--- src/rtl/loop_regs_pkg.sv ---
// Shared definitions for the loop register block: fixed offsets, ID value and the
// address decoder also used by loop_lite_slave.
package loop_regs_pkg;

    localparam logic [15:0] LOOP_ID_ADDR   = 16'h0000;
    localparam logic [15:0] LOOP_SNAP_ADDR = 16'h0004;
    localparam logic [31:0] LOOP_ID_VAL    = 32'h100B_0001;

    typedef struct packed {
        logic       hit_id;
        logic       hit_snap;
        logic       hit_rw;
        logic       hit_ro;
        logic [4:0] idx;
    } addr_decode_t;

    function automatic addr_decode_t decode(
        input logic [15:0] addr,
        input logic [15:0] rw_base,
        input logic [15:0] ro_base,
        input int unsigned num_rw,
        input int unsigned num_ro
    );
        addr_decode_t d;
        logic [15:0]  rw_off;
        logic [15:0]  ro_off;
        d      = '0;
        rw_off = addr - rw_base;
        ro_off = addr - ro_base;
        // Register windows only match word-aligned addresses; anything else reads as unmapped.
        if (addr == LOOP_ID_ADDR) begin
            d.hit_id = 1'b1;
        end else if (addr == LOOP_SNAP_ADDR) begin
            d.hit_snap = 1'b1;
        end else if (addr >= rw_base && 32'(rw_off) < 4 * num_rw && addr[1:0] == 2'b00) begin
            d.hit_rw = 1'b1;
            d.idx    = rw_off[6:2];
        end else if (addr >= ro_base && 32'(ro_off) < 4 * num_ro && addr[1:0] == 2'b00) begin
            d.hit_ro = 1'b1;
            d.idx    = ro_off[6:2];
        end
        return d;
    endfunction

endpackage

--- src/rtl/loop_reg_bank_rst_stretch.sv ---
// Retriggerable pulse stretcher: output stays high for RST_CYCLES clocks after the
// last trigger or after reset deasserts.
module loop_rst_stretch #(
    parameter int unsigned RST_CYCLES = 16
) (
    input  logic clk,
    input  logic rst,
    input  logic trig,
    output logic rst_out
);

    localparam logic [15:0] LOAD = 16'(RST_CYCLES);

    logic [15:0] cnt;

    always_ff @(posedge clk) begin
        if (rst || trig) begin
            cnt <= LOAD;
        end else if (cnt != '0) begin
            cnt <= cnt - 16'd1;
        end
    end

    assign rst_out = (cnt != '0);

endmodule

--- src/rtl/loop_reg_bank.sv ---
// Loop plugin control/status register bank (BAR2 box250 +0x1000), single 250MHz domain.
// Define LOOP_REGS_SNAPSHOT_EN to make RO reads return a snapshot captured by SNAP writes.
module loop_reg_bank
    import loop_regs_pkg::*;
#(
    parameter int unsigned           REG_ADDR_W  = 12,
    parameter logic [15:0]           REG_PREFIX  = 16'h0,
    parameter int unsigned           NUM_RW_REGS = 4,
    parameter int unsigned           NUM_RO_REGS = 4,
    parameter logic [REG_ADDR_W-1:0] RW_BASE     = 12'h100,
    parameter logic [REG_ADDR_W-1:0] RO_BASE     = 12'h200,
    parameter logic [31:0]           RW_RST_VAL  = 32'h0,
    parameter int unsigned           RST_CYCLES  = 16
) (
    input  logic                      reg_clk,
    input  logic                      reg_rst,
    input  logic                      reg_en,
    input  logic                      reg_we,
    input  logic [REG_ADDR_W-1:0]     reg_addr,
    input  logic [31:0]               reg_din,
    output logic [31:0]               reg_dout,
    output logic                      reg_dout_vld,
    output logic [32*NUM_RW_REGS-1:0] ctrl_q,
    output logic [NUM_RW_REGS-1:0]    ctrl_wr_pulse,
    input  logic [32*NUM_RO_REGS-1:0] stat_d,
    output logic                      user_rst
);

    logic [15:0]      addr16;
    addr_decode_t     dec;
    logic             wr;
    logic             rd;
    logic [NUM_RW_REGS-1:0] wr_sel;
    logic [31:0]      ctrl_r  [NUM_RW_REGS];
    logic [31:0]      ro_word [NUM_RO_REGS];
    logic [31:0]      rd_data;

    assign addr16 = 16'(reg_addr);
    assign dec    = decode(addr16, 16'(RW_BASE), 16'(RO_BASE), NUM_RW_REGS, NUM_RO_REGS);
    assign wr     = reg_en & reg_we;
    assign rd     = reg_en & ~reg_we;

    always_comb begin
        wr_sel = '0;
        for (int unsigned i = 0; i < NUM_RW_REGS; i++) begin
            wr_sel[i] = wr && dec.hit_rw && (32'(dec.idx) == i);
        end
    end

    always_ff @(posedge reg_clk) begin
        if (reg_rst) begin
            ctrl_wr_pulse <= '0;
            for (int unsigned i = 0; i < NUM_RW_REGS; i++) begin
                ctrl_r[i] <= RW_RST_VAL;
            end
        end else begin
            ctrl_wr_pulse <= wr_sel;
            for (int unsigned i = 0; i < NUM_RW_REGS; i++) begin
                if (wr_sel[i]) begin
                    ctrl_r[i] <= reg_din;
                end
            end
        end
    end

    always_comb begin
        ctrl_q = '0;
        for (int unsigned i = 0; i < NUM_RW_REGS; i++) begin
            ctrl_q[32*i +: 32] = ctrl_r[i];
        end
    end

`ifdef LOOP_REGS_SNAPSHOT_EN
    logic [15:0] snap_cnt;
    logic [31:0] snap_r [NUM_RO_REGS];

    // All RO words are captured on the same edge so software sees a coherent set.
    always_ff @(posedge reg_clk) begin
        if (reg_rst) begin
            snap_cnt <= '0;
            for (int unsigned i = 0; i < NUM_RO_REGS; i++) begin
                snap_r[i] <= '0;
            end
        end else if (wr && dec.hit_snap) begin
            snap_cnt <= snap_cnt + 16'd1;
            for (int unsigned i = 0; i < NUM_RO_REGS; i++) begin
                snap_r[i] <= stat_d[32*i +: 32];
            end
        end
    end
`endif

    always_comb begin
        for (int unsigned i = 0; i < NUM_RO_REGS; i++) begin
`ifdef LOOP_REGS_SNAPSHOT_EN
            ro_word[i] = snap_r[i];
`else
            ro_word[i] = stat_d[32*i +: 32];
`endif
        end
    end

    always_comb begin
        rd_data = {REG_PREFIX, addr16};
        if (dec.hit_id) begin
            rd_data = LOOP_ID_VAL;
        end else if (dec.hit_snap) begin
`ifdef LOOP_REGS_SNAPSHOT_EN
            rd_data = {16'h0, snap_cnt};
`else
            rd_data = '0;
`endif
        end else if (dec.hit_rw) begin
            for (int unsigned i = 0; i < NUM_RW_REGS; i++) begin
                if (32'(dec.idx) == i) rd_data = ctrl_r[i];
            end
        end else if (dec.hit_ro) begin
            for (int unsigned i = 0; i < NUM_RO_REGS; i++) begin
                if (32'(dec.idx) == i) rd_data = ro_word[i];
            end
        end
    end

    always_ff @(posedge reg_clk) begin
        if (reg_rst) begin
            reg_dout     <= '0;
            reg_dout_vld <= 1'b0;
        end else begin
            reg_dout_vld <= rd;
            if (rd) begin
                reg_dout <= rd_data;
            end
        end
    end

    loop_rst_stretch #(
        .RST_CYCLES(RST_CYCLES)
    ) u_rst_stretch (
        .clk     (reg_clk),
        .rst     (reg_rst),
        .trig    (wr && dec.hit_id && reg_din[0]),
        .rst_out (user_rst)
    );

endmodule

--- config.mk ---
export PLATFORM = sky130hd
export DESIGN_NAME = loop_reg_bank
export DESIGN_NICKNAME = d
export VERILOG_FILES = /design/src/rtl/loop_regs_pkg.sv /design/src/rtl/loop_reg_bank_rst_stretch.sv /design/src/rtl/loop_reg_bank.sv
export SDC_FILE = /design/constraint.sdc
export NUM_CORES = 1
export LEC_CHECK = 0
export CAP_MARGIN = 20
export CORE_MARGIN = 3
export CORE_UTILIZATION = 45
export CTS_CLUSTER_SIZE = 25
export DETAILED_ROUTE_END_ITERATION = 8
export PLACE_DENSITY = 0.81
export REMOVE_ABC_BUFFERS = 1
export SLEW_MARGIN = 20
export SYNTH_ARGS = -nofsm -noshare
export SYNTH_HDL_FRONTEND = slang
export SYNTH_SLANG_ARGS = --single-unit
--- constraint.sdc ---
create_clock -name reg_clk -period 6.37 [get_ports reg_clk]
set_input_delay 1.274 -clock reg_clk [delete_from_list [all_inputs] [get_ports reg_clk]]
set_output_delay 1.274 -clock reg_clk [all_outputs]
set_load 0.1 [all_outputs]
==> flow_metrics.py <==
metrics = {
    "worst_setup_path": {
        "criticalPathCategory": "reg -> out",
        "r2r_cells": 7,
        "critical_path_required_ps": 5100,
        "crit_path_start": "u_rst_stretch.cnt[2]$_SDFFE_PP0P_",
        "crit_top_cell": "or4_1",
        "slowest_delay_ps": 990,
        "critPathMaxFanout": 6,
        "worstPathArrival_ps": 3550,
        "endpoint_kind": "output pin",
        "critPathBufInv": 1,
        "start_kind": "register",
        "crit_chain": "or4_1 > nor4_1 > nand2_1 > or4_1 > clkdlybuf4s50_1",
        "rrSetupSlack_ps": 3690,
        "rr_startpoint": "u_rst_stretch.cnt[2]$_SDFFE_PP0P_",
        "crit_family": "simple AND/OR/NAND/NOR gates",
        "critical_path_depth": 5,
        "cp_slowest_cell": "clkdlybuf4s50_1",
    },
    "timing": {
        "slew_viol_final": 0,
        "hold_violations": 0,
        "fmax_mhz": 207.2,
        "fin_crit_sh": 0.7576,
        "clock_skew_ps": 8.538,
        "setup_tns_ps": 0,
        "rsz0062_at_grt": "no",
        "tightestPinTransition_ps": 1122,
        "relSlewSlack": 0.2498,
        "report.final.setup_viol": 0,
        "min_period_ps": 4826,
    },
    "drt": {
        "vias": 8819,
        "drc": 0,
        "vias_per_cell": 6.040,
        "first_iter_violations": 754,
        "drt-pass1-iter-count": 5,
        "ant_nets": 0,
        "drt_wl_total_mm": 36.37,
        "wl_per_cell_um": 24.91,
    },
    "grt": {
        "grt_pass1_vias": 8891,
        "grt_pass1_wl_mm": 53.65,
        "globalRoute.totalOverflow": 0,
        "grt_max_degree": 43,
        "antenna_found_initial": 1,
        "grt_usage": 0.3228,
    },
    "final_layout": {
        "nets": 1360,
        "drive_above_1_share": 0.07879,
        "fin_util": 0.6802,
        "fill_cells": 1504,
        "area_growth_pct": 46.96,
    },
    "clock_network": {
        "hold_buffers": 0,
        "post_cts_buffers": 0,
        "root_buffer": "clkbuf_16",
        "clock_path_buffers": 2,
        "post_cts_resized": 0,
        "cts_tree": "built",
        "clk_pin_slew_ps": 70,
        "numClockSinks": 181,
        "cts.htree.levels": 4,
        "clock_latency_ps": 440,
        "cts_buffers": 17,
    },
    "synth": {
        "synthTopCellsByArea": "edfxtp_1 (42%), dfxtp_1 (12%), and2_1 (9.0%)",
        "synthArstFlopShare": 0,
        "syn-cell-area_mm2": 0.009126,
        "yosys.area.top_type": "edfxtp_1",
        "ys_seq_elements": 181,
        "avgSynthCellArea_um2": 10.55,
        "synth_warnings": 0,
        "ys.flop_type": "edfxtp_1",
        "synth_cell_types": 63,
        "synth_cells": 865,
        "synth_edf_count": 128,
        "yosysSeqAreaShare": 0.5374,
        "yosysTopAreaCellShare": 0.4212,
    },
    "floorplan": {
        "core_area_mm2": 0.01972,
        "start_util": 0.4628,
        "die_area_mm2": 0.02203,
        "ios": 342,
        "fp.dieW_um": 148.4,
        "die_y_um": 148.4,
        "rows": 51,
    },
    "placed_design": {
        "gp_congestion": 0.9017,
        "place.detailed.hpwl_mm": 24.98,
        "port_buffers": 341,
    },
    "power_and_ir_drop": {
        "combinationalPowerShare": 0.254,
        "p_int_mw": 2.157,
        "finalPower_mw": 3.272,
        "vdd_drop_max_v": 0.0001755,
        "clkPwrFrac": 0.320,
        "power_density_mw_per_mm2": 244.0,
        "leakage_nw": 4.817,
        "seq_power_share": 0.426,
        "p_sw_mw": 1.115,
        "power_switching_share": 0.3408,
    },
    "status": {
        "outcome": "finished clean",
    },
    "job": {
        "drv_cap": 0,
    },
    "hold_path": {
        "worst_hold_startpoint": "reg_dout[6]$_SDFFE_PP0P_",
        "hold_path_class": "reg -> reg",
        "whs_path_depth": 2,
    },
}
==> layer usage <==
| metal | GRT usage | part of all wire | vias up |
|---|---|---|---|
| li1 | - | - | 3866 |
| met1 | 0.3987 | 0.37 | 4246 |
| met2 | 0.5385 | 0.48 | 618 |
| met3 | 0.08714 | 0.11 | 89 |
| met4 | 0.1330 | 0.034 | 0 |
| met5 | 0 | 0 | - |
==> tightest hold or removal path: stages (launching register included) <==
cell and delay, ps:
dfxtp_1 330, nand2_1 50, o41ai_1 50
==> final timing paths <==
path | end
max | user_rst
min reg2reg | reg_dout[6]$_SDFFE_PP0P_
max reg2reg | u_rst_stretch.cnt[11]$_SDFFE_PP0P_
min | reg_dout[6]$_SDFFE_PP0P_
==> Yosys cell counts (all sizes together), types with 3 or more instances <==
master / count
nor2: 32
a221oi: 32
nand2b: 11
buf: 12
o41ai: 7
a311oi: 4
edfxtp: 128
and3: 6
and2: 132
nor3b: 3
o31ai: 3
inv: 12
nand3: 7
o21ai: 73
or3: 3
mux2i: 17
clkbuf: 52
or4: 6
a22o: 13
xor2: 4
nor4: 8
nor2b: 5
a211oi: 5
xnor2: 8
ha: 4
nor3: 14
nand2: 55
mux2: 22
a221o: 11
a21o: 5
a21oi: 84
dfxtp: 53
a22oi: 6
==> per-stage QoR <==
stage | std cells | cell area [um^2] | hold WS (ps) | setup slack [ps]
after floorplan | 801 | 8871 | 459.3 | 977.9
after global placement | 1425 | 12800 | 429.2 | 1549
after detailed placement | 1426 | 12820 | 444.1 | 1426
after CTS | 1458 | 13410 | 460.7 | 1535
after global routing | 1459 | 13410 | 490.3 | 1295
final | 1460 | 13410 | 452.8 | 1544
==> sequential cells by signal, indices dropped and copies added, names as in the netlist <==
name,count
reg_dout_vld,1
reg_dout,32
ctrl_r,128
ctrl_wr_pulse,4
u_rst_stretch.cnt,16
==> power by group through the flow <==
stage                     sequential, mW  combinational (mW)  clock, mW
after floorplan                     1.75               0.189          0
after global placement              1.41               0.820          0
after detailed placement            1.42               0.828          0
after CTS                           1.39               0.831       1.05
after global routing                1.40               0.869       1.10
final                               1.39               0.832       1.05
==> kinds of logic (layout without fill, tap and decap cells) <==
kind of cell / Yosys count / count (layout) / synth area share
fa+ha+maj: 4 / 4 / 0.005484
flops: 181 / 181 / 0.5374
compound gates: 267 / 267 / 0.1925
xor+xnor: 12 / 12 / 0.01152
simple gates: 286 / 286 / 0.1744
mux: 39 / 39 / 0.04579
buf+inv: 76 / 404 / 0.03290
other cells: 0 / 2 / 0
==> cell usage in the layout (no fill, tap or decap), types with 7 or more instances in the layout <==
cell,n
xnor2_1,8
dfxtp_1,53
o21ai_0,70
and2_1,132
clkdlybuf4s50_1,339
a221oi_1,31
a22o_1,13
edfxtp_1,128
clkbuf_16,17
mux2_2,22
buf_4,19
nand2_1,55
nand2b_1,11
nor2_1,30
nor3_1,12
mux2i_1,17
a21oi_1,84
o41ai_1,7
inv_1,12
nor4_1,7
a221o_1,11
==> cell type report <==
cell class	count	area, um^2	share of cell area
inverters	12	45.04	0.003359
diodes	2	5.005	0.0003732
clock inverters	14	145.1	0.01082
flip-flops and latches	181	4905	0.3657
multi-input cells	608	3980	0.2968
repair buffers	360	3561	0.2655
clock buffers	18	439.2	0.03275
well taps	265	331.6	0.02472
Note: power is estimated with default switching activity, not from simulation.
